**src/rtl/nexi_uart_rx_ctrl.sv**
```systemverilog
// nexi_uart_rx_ctrl: UART receiver ack handshake sequencer with byte FIFO and CPU register slave
module nexi_uart_rx_ctrl #(
  parameter int DEPTH_LOG2  = 3,
  parameter int ACK_TIMEOUT = 64
) (
  input  logic       clk,
  input  logic       rst,
  input  logic [7:0] uart_data,
  input  logic       uart_ready,
  output logic       uart_ack,
  input  logic       bus_rd,
  input  logic       bus_wr,
  input  logic [1:0] bus_addr,
  input  logic [7:0] bus_wdata,
  output logic [7:0] bus_rdata,
  output logic       irq
);
  localparam int DEPTH = 1 << DEPTH_LOG2;
  localparam int CW = DEPTH_LOG2 + 1;
  typedef enum logic [1:0] {IDLE, ACK, GAP} state_t;
  state_t state_q, state_d;
  logic ack_q, ack_d;
  logic [7:0] tmr_q, tmr_d;
  logic push_req, err_set, tmo;
  logic [7:0] mem [DEPTH];
  logic [DEPTH_LOG2-1:0] wp_q, rp_q;
  logic [CW-1:0] cnt_q;
  logic ovf_q, err_q, irq_en_q, irq_q;
  logic [7:0] rdata_q, rdata_d, status;
  logic [6:0] cnt_x;
  logic [3:0] cnt_sat;
  logic ne, full, rd_en, pop, flush, push_ok, ovf_set;
  assign tmo = tmr_q == 8'(ACK_TIMEOUT - 1);
  // handshake state, ack and timeout timer registers
  always_ff @(posedge clk) begin
    if (rst) begin
      state_q <= IDLE;
      ack_q <= 1'b0;
      tmr_q <= '0;
    end else begin
      state_q <= state_d;
      ack_q <= ack_d;
      tmr_q <= tmr_d;
    end
  end
  // next handshake state: ack ends on ready falling or on timeout, always followed by one low-ack gap cycle
  always_comb begin
    state_d = state_q;
    case (state_q)
      IDLE: state_d = uart_ready ? ACK : IDLE;
      ACK:  state_d = (!uart_ready || tmo) ? GAP : ACK;
      default: state_d = IDLE;
    endcase
  end
  // handshake outputs: ack level, timer, single push on capture, stuck-receiver flag
  always_comb begin
    push_req = (state_q == IDLE) && uart_ready;
    ack_d = (state_q == IDLE) ? uart_ready : (state_q == ACK) ? (uart_ready && !tmo) : 1'b0;
    tmr_d = (state_q == ACK) ? tmr_q + 8'd1 : 8'd0;
    err_set = (state_q == ACK) && uart_ready && tmo;
  end
  assign ne = cnt_q != '0;
  assign full = cnt_q == CW'(DEPTH);
  assign rd_en = bus_rd && !bus_wr;
  assign pop = rd_en && (bus_addr == 2'd0) && ne;
  assign flush = bus_wr && (bus_addr == 2'd2) && bus_wdata[1];
  assign push_ok = push_req && !flush && (!full || pop);
  assign ovf_set = push_req && !flush && full && !pop;
  assign cnt_x = 7'(cnt_q);
  assign cnt_sat = (cnt_x > 7'd15) ? 4'd15 : cnt_x[3:0];
  assign status = {cnt_sat, err_q, ovf_q, full, ne};
  // read data mux; unaddressed or reserved reads return zero
  always_comb begin
    rdata_d = (bus_addr == 2'd0) ? (ne ? mem[rp_q] : 8'h00) :
              (bus_addr == 2'd1) ? status :
              (bus_addr == 2'd2) ? {7'b0, irq_en_q} : 8'h00;
  end
  // FIFO storage write
  always_ff @(posedge clk) begin
    if (push_ok) mem[wp_q] <= uart_data;
  end
  // FIFO pointers, sticky flags, control register, read data and interrupt
  always_ff @(posedge clk) begin
    if (rst) begin
      wp_q <= '0;
      rp_q <= '0;
      cnt_q <= '0;
      ovf_q <= 1'b0;
      err_q <= 1'b0;
      irq_en_q <= 1'b0;
      irq_q <= 1'b0;
      rdata_q <= '0;
    end else begin
      if (flush) begin
        wp_q <= '0;
        rp_q <= '0;
        cnt_q <= '0;
      end else begin
        if (push_ok) wp_q <= wp_q + DEPTH_LOG2'(1);
        if (pop) rp_q <= rp_q + DEPTH_LOG2'(1);
        cnt_q <= cnt_q + CW'(push_ok) - CW'(pop);
      end
      ovf_q <= ovf_set || (ovf_q && !(bus_wr && bus_addr == 2'd1 && bus_wdata[2]));
      err_q <= err_set || (err_q && !(bus_wr && bus_addr == 2'd1 && bus_wdata[3]));
      if (bus_wr && bus_addr == 2'd2) irq_en_q <= bus_wdata[0];
      if (rd_en) rdata_q <= rdata_d;
      irq_q <= irq_en_q && (ne || ovf_q || err_q);
    end
  end
  assign uart_ack = ack_q;
  assign bus_rdata = rdata_q;
  assign irq = irq_q;
endmodule

```
**config.mk**
```make
export PLATFORM = sky130hd
export DESIGN_NAME = nexi_uart_rx_ctrl
export DESIGN_NICKNAME = d
export VERILOG_FILES = /design/src/rtl/nexi_uart_rx_ctrl.sv
export SDC_FILE = /design/constraint.sdc
export NUM_CORES = 1
export LEC_CHECK = 0
export ABC_AREA = 1
export CAP_MARGIN = 10
export CORE_ASPECT_RATIO = 1.4
export CORE_MARGIN = 2
export CORE_UTILIZATION = 25
export DETAILED_ROUTE_END_ITERATION = 6
export PLACE_DENSITY = 0.5
export SKIP_CTS_REPAIR_TIMING = 1
export SLEW_MARGIN = 20
export SYNTH_ARGS = -nofsm -noshare
export SYNTH_HDL_FRONTEND = slang
export SYNTH_SLANG_ARGS = --single-unit
```
**constraint.sdc**
```tcl
create_clock -name clk -period 2.3 [get_ports clk]
set_input_delay 0.345 -clock clk [delete_from_list [all_inputs] [get_ports clk]]
set_output_delay 0.345 -clock clk [all_outputs]
set_load 0.02 [all_outputs]
```
==> results of run 1 <==
==> Yosys cell counts (2+ instances only) <==
cell type | count | area share, %
o21ai_0 | 44 | 5.2
inv_1 | 44 | 3.9
or2_2 | 2 | 0.30
nor3_1 | 3 | 0.36
nor2_1 | 69 | 6.2
nor3b_1 | 2 | 0.36
inv_2 | 6 | 0.54
nand2_1 | 39 | 3.5
clkbuf_1 | 2 | 0.18
o31ai_1 | 2 | 0.36
buf_2 | 7 | 0.83
o211ai_1 | 14 | 2.5
xor2_1 | 3 | 0.62
nand2_4 | 5 | 1.3
nand2_2 | 2 | 0.30
a21oi_1 | 20 | 2.4
dfxtp_1 | 36 | 17
nand3_1 | 20 | 2.4
ha_1 | 8 | 2.4
buf_4 | 2 | 0.36
edfxtp_1 | 64 | 46
==> registers in the layout (all words and copies together) (netlist names), 2 cells and up, named ones only <==
signal / cells
bus_rdata: 8
cnt_q: 4
mem: 64
rp_q: 3
state_q: 2
tmr_q: 8
wp_q: 3
==> path summary, 6_finish.rpt <==
| check | to | cells after the start |
|---|---|---|
| setup reg to reg | cnt_q[2] | 16 |
| setup / recovery | cnt_q[2] | 16 |
| hold reg to reg | tmr_q[0] | 1 |
| hold / removal | tmr_q[0] | 1 |
==> per-stage QoR <==
step | std cells | total power [mW]
after global routing | 683 | 4.39
after detailed placement | 667 | 2.65
after CTS | 683 | 4.23
after global placement | 667 | 2.64
final | 683 | 4.18
after floorplan | 408 | 2.41
==> worst max-delay path, delay by kind of cell, from the launching register on <==
kind	cells	cell delay, ns
xor gates and xnor gates	1	0.14
adders and majority gates	3	0.75
DFF	1	0.30
buffers and inverters	4	0.24
and+or+nand+nor	8	0.55
==> placed cells by master (no fill, tap or decap), types with 2 or more instances in the layout <==
cell / Yosys / routed
nand2_2: 2 / 2
nor3b_1: 2 / 2
o211ai_1: 14 / 14
clkbuf_16: 0 / 9
bufinv_16: 0 / 2
nand2_1: 39 / 39
clkdlybuf4s50_1: 0 / 28
inv_1: 44 / 44
nor2_1: 69 / 69
inv_2: 6 / 6
xor2_1: 3 / 3
edfxtp_1: 64 / 64
dfxtp_1: 36 / 36
a21oi_1: 20 / 20
nor3_1: 3 / 3
ha_1: 8 / 8
nand2_4: 5 / 5
or2_2: 2 / 2
buf_4: 2 / 41
nand3_1: 20 / 20
o31ai_1: 2 / 2
o21ai_0: 44 / 44
==> routing by layer <==
layer	vias to the layer above	wire, um	global-route usage, %
met5	-	0	0
met4	0	36	3.31
met3	4	425	2.31
met2	58	4750	19.1
met1	1430	4090	14.1
li1	1515	-	-
==> kinds of logic after synthesis <==
logic type / after synthesis
simple gates: 149
fa+ha+maj: 9
buf+inv: 64
flops: 100
xor+xnor: 3
compound gates: 83
==> power breakdown <==
part	leakage [nW]	internal, mW	switching (mW)
Sequential	0.872	1.98	0.0325
Clock	0.149	0.948	0.635
Combinational	1.01	0.240	0.339
Total	2.03	3.17	1.01
==> final cells by class <==
type,instances,area (um2),area share [%]
Multi-Input combinational cell,244,1290,24.5
Inverter,51,194,3.67
Clock buffer,9,225,4.26
Timing Repair Buffer,69,588,11.1
Clock inverter,7,90.1,1.70
Tap cell,203,254,4.80
Sequential cell,100,2640,50.0
==> results.sh, run 1 <==
export IMPL_hold_slack_ns=0.451
export IMPL_vias=3007
export IMPL_cts_buffers_inserted=9
export IMPL_gp_congestion=0.764
export IMPL_clk_path_buf_depth=2
export IMPL_final_util_pct=31.8
export IMPL_cts_tree="done"
export IMPL_cts_sinks=100
export IMPL_finalCriticalPeriod_ns=2.11
export IMPL_yosys_warnings=0
export IMPL_antenna_found_initial=0
export IMPL_slew_headroom_pct=60.7
export IMPL_powerDensity_mw_per_mm2=790
export IMPL_die_w_um=114
export IMPL_finalClockSkew_ns=0.00724
export IMPL_rrSetupSlack_ns=0.19
export IMPL_synth_edf_count=64
export IMPL_drt_iter0_drc=97
export IMPL_placementRows=56
export IMPL_synthToLayoutAreaGrowth_pct=25.8
export IMPL_crit_type="reg -> reg"
export IMPL_hold_class="reg -> reg"
export IMPL_die_h_um=157
export IMPL_antenna_cells=0
export IMPL_core_area_mm2=0.0166
export IMPL_place_area_mm2=0.00497
export IMPL_max_stage_delay_ns=0.37
export IMPL_fin_tns_setup_ns=0
export IMPL_synth_mux_area_share_pct=0
export IMPL_synth_yosys_seq_area_share_pct=62.8
export IMPL_place_ws_ns=-0.109
export IMPL_fillCellCount=1691
export IMPL_port_buffers=28
export IMPL_root_buffer="clkbuf_16"
export IMPL_initial_utilization_pct=25.3
export IMPL_fin_crit_sh_pct=91.6
export IMPL_cap_viol_max_count=0
export IMPL_synth_area_per_cell_um2=10.3
export IMPL_drive_gt1_share_pct=16.0
export IMPL_p_leak_nw=2.03
export IMPL_worst_path_max_fanout=4
export IMPL_fmax_ghz=0.475
export IMPL_ir_drop_mv=0.448
export IMPL_avgRoutedWirePerCell_um=13.6
export IMPL_drc=0
export IMPL_grt_pass1_vias=3063
export IMPL_cp_start_kind="flip-flop"
export IMPL_via_per_inst=4.40
export IMPL_cp_required_ns=2.51
export IMPL_synth_top_family_by_area="simple AND/OR/NAND/NOR gates"
export IMPL_critPathSlowestCell="fa_1"
export IMPL_reg2reg_from="cnt_q[2]"
export IMPL_outcome="finished clean"
export IMPL_setup_viol=0
export IMPL_cp_common_cell="nand2_4"
export IMPL_fin_ws_ns=0.193
export IMPL_hp_start="tmr_q[0]"
export IMPL_arrival_ns=2.32
export IMPL_grt_usage_pct=11.1
export IMPL_hold_viol_final=0
export IMPL_rsz0062_at_grt="false"
export IMPL_yosys_area_share_simple_pct=16.2
export IMPL_fin_area_mm2=0.00529
export IMPL_async_flop_share_pct=0
export IMPL_synth_nets=440
export IMPL_cts_htree_levels=3
export IMPL_worst_pin_slew_ns=0.588
export IMPL_clkTransAtPathRegs_ns=0.07
export IMPL_grt_pass1_wl_mm=15.4
export IMPL_synth_seq_cells=100
export IMPL_first_pass_iters=5
export IMPL_nNetsFinal=507
export IMPL_hpwl_mm=6.64
export IMPL_clkLatencyLatePin_ns=0.34
export IMPL_drv_slew=0
export IMPL_final_antenna_net_count=0
export IMPL_critPathCaptureType="flip-flop"
export IMPL_ys_types=35
export IMPL_die_area_mm2=0.0179
export IMPL_synth_fa_ha_area_share_pct=2.86
export IMPL_grt_ovfl_total=0
export IMPL_synth_xor_area_share_pct=0.625
export IMPL_syn_area_mm2=0.00421
export IMPL_synth_compound_area_share_pct=11.1
export IMPL_grt_max_degree=33
export IMPL_path_cells="inv_1, ha_1, nand3_2, inv_2, nor2_8, nand2_4, nand2_4, nand2_4, inv_4, nand2_1, nand2_1, ha_1, inv_1, fa_1, xor2_1, nor2_1"
export IMPL_wl_mm=9.30
export IMPL_synthFlopType="edfxtp_1"
export IMPL_critical_path_startpoint="cnt_q[2]"
export IMPL_postSynthCellCount=408
export IMPL_pin_count=33
No activity file was read; power rests on OpenSTA's default activity.
==> run 2: changes to the inputs <==
--- a/config.mk
+++ b/config.mk
@@ -11,6 +11,7 @@
 export CORE_MARGIN = 2
 export CORE_UTILIZATION = 25
 export DETAILED_ROUTE_END_ITERATION = 6
+export MAX_ROUTING_LAYER = met4
 export PLACE_DENSITY = 0.5
 export SKIP_CTS_REPAIR_TIMING = 1
 export SLEW_MARGIN = 20
==> results.sh, run 2 (synthesis gave the netlist of run 1 again) <==
export IMPL_gp_congestion=0.774
export IMPL_ff2ff_path_depth=16
export IMPL_mostFrequentLayoutCell="nor2_1"
export IMPL_nNetsFinal=507
export IMPL_drc=0
export IMPL_grt_usage_pct=11.5
export IMPL_grt_max_degree=33
export IMPL_synthToLayoutAreaGrowth_pct=25.8
export IMPL_cts_buffers_inserted=9
export IMPL_worst_path_max_fanout=4
export IMPL_fin_ws_ns=0.193
export IMPL_initial_utilization_pct=25.3
export IMPL_die_h_um=157
export IMPL_crit_type="reg -> reg"
export IMPL_cts_tree="done"
export IMPL_antenna_cells=0
export IMPL_die_area_mm2=0.0179
export IMPL_finalClockSkew_ns=0.00739
export IMPL_arrival_ns=2.32
export IMPL_clkTransAtPathRegs_ns=0.07
export IMPL_regArea_mm2=0.00264
export IMPL_antenna_found_initial=0
export IMPL_p_leak_nw=2.03
export IMPL_slew_headroom_pct=60.4
export IMPL_outcome="finished clean"
export IMPL_layout_common_cells="nor2_1, edfxtp_1, inv_1, o21ai_0, buf_4"
export IMPL_cp_required_ns=2.51
export IMPL_via_per_inst=4.38
export IMPL_hold_class="reg -> reg"
export IMPL_fin_area_mm2=0.00529
export IMPL_place_ws_ns=-0.109
export IMPL_core_area_mm2=0.0166
export IMPL_fmax_ghz=0.475
export IMPL_fin_crit_sh_pct=91.6
export IMPL_grt_pass1_vias=3062
export IMPL_placementRows=56
export IMPL_worst_pin_slew_ns=0.593
export IMPL_hold_viol_final=0
export IMPL_hold_depth=1
export IMPL_root_buffer="clkbuf_16"
export IMPL_rsz0062_at_grt="false"
export IMPL_drt_iter0_drc=104
export IMPL_cp_start_kind="flip-flop"
export IMPL_fillCellCount=1691
export IMPL_critPathCaptureType="flip-flop"
export IMPL_first_pass_iters=4
export IMPL_powerDensity_mw_per_mm2=790
export IMPL_pin_count=33
export IMPL_final_antenna_net_count=0
export IMPL_avgRoutedWirePerCell_um=13.6
export IMPL_place_area_mm2=0.00497
export IMPL_vias=2991
export IMPL_drv_slew=0
export IMPL_die_w_um=114
export IMPL_drive_gt1_share_pct=16.0
export IMPL_setup_viol=0
export IMPL_largest_reg_flops=64
export IMPL_port_buffers=28
export IMPL_clk_path_buf_depth=2
export IMPL_ir_drop_mv=0.448
export IMPL_largest_register="mem"
export IMPL_multiInputGateArea_mm2=0.00129
export IMPL_hpwl_mm=6.64
export IMPL_p_total_mw=4.18
export IMPL_finalCriticalPeriod_ns=2.11
export IMPL_cts_sinks=100
export IMPL_cts_htree_levels=3
export IMPL_grt_ovfl_total=0
export IMPL_grt_pass1_wl_mm=15.4
export IMPL_cap_viol_max_count=0
export IMPL_clkLatencyLatePin_ns=0.34
export IMPL_wl_mm=9.32
## run 2: cell counts in the layout (fill, tap and decap cells not counted)
No cell type changed its count.
## run 2: where the power goes
part	internal [mW]	switching, mW
clock	0.948	0.633
sequential	1.98	0.0325
combinational	0.240	0.339
## run 2: path summary, 6_finish.rpt
| kind | end | slack (ns) | from |
|---|---|---|---|
| setup reg to reg | cnt_q[2] | 0.19 | cnt_q[2] |
| hold / removal | tmr_q[0] | 0.45 | tmr_q[0] |
| hold reg to reg | tmr_q[0] | 0.45 | tmr_q[0] |
| setup / recovery | cnt_q[2] | 0.19 | cnt_q[2] |
## run 2: final cells by class
cell class	instances	share of cell area, %
clock buffers	9	4.26
well taps	203	4.80
multi-input cells	244	24.5
inverters	51	3.67
repair buffers	69	11.1
flip-flops and latches	100	50.0
clock inverters	7	1.70
## run 2: worst max-delay path, cell delays in order, from the launching register on
cell and delay (ns):
dfxtp_1 0.30, inv_1 0.07, ha_1 0.22, nand3_2 0.11, inv_2 0.07, nor2_8 0.09, nand2_4 0.07, nand2_4 0.07
nand2_4 0.05, inv_4 0.04, nand2_1 0.04, nand2_1 0.06, ha_1 0.16, inv_1 0.06, fa_1 0.37, xor2_1 0.14
nor2_1 0.06
## run 2: stage by stage
stage	util (%)	instances	hold WS, ns	setup TNS [ns]
2_1_floorplan	-	408	0.417	0
3_3_place_gp	30.0	667	0.428	-1.25
3_5_place_dp	30.0	667	0.438	-0.940
4_1_cts	31.8	683	0.456	0
5_1_grt	31.8	683	0.495	0
6_report	31.8	683	0.453	0
## run 2: metal layers
metal	up-vias	wire length [um]	GRT usage, %
met5	-	0	-
met4	0	47	2.79
met3	4	326	2.54
met2	51	4750	19.1
met1	1422	4200	14.2
li1	1514	-	-
==> run 3: changes to the inputs <==
--- a/config.mk
+++ b/config.mk
@@ -6,10 +6,11 @@
 export NUM_CORES = 1
 export LEC_CHECK = 0
 export ABC_AREA = 1
-export CAP_MARGIN = 10
+export CAP_MARGIN = 20
 export CORE_ASPECT_RATIO = 1.4
 export CORE_MARGIN = 2
 export CORE_UTILIZATION = 25
+export CTS_CLUSTER_SIZE = 8
 export DETAILED_ROUTE_END_ITERATION = 6
 export MAX_ROUTING_LAYER = met4
 export PLACE_DENSITY = 0.5
==> results of run 3 <==
The final DEF is identical to that of run 2; final timing and power are the same.
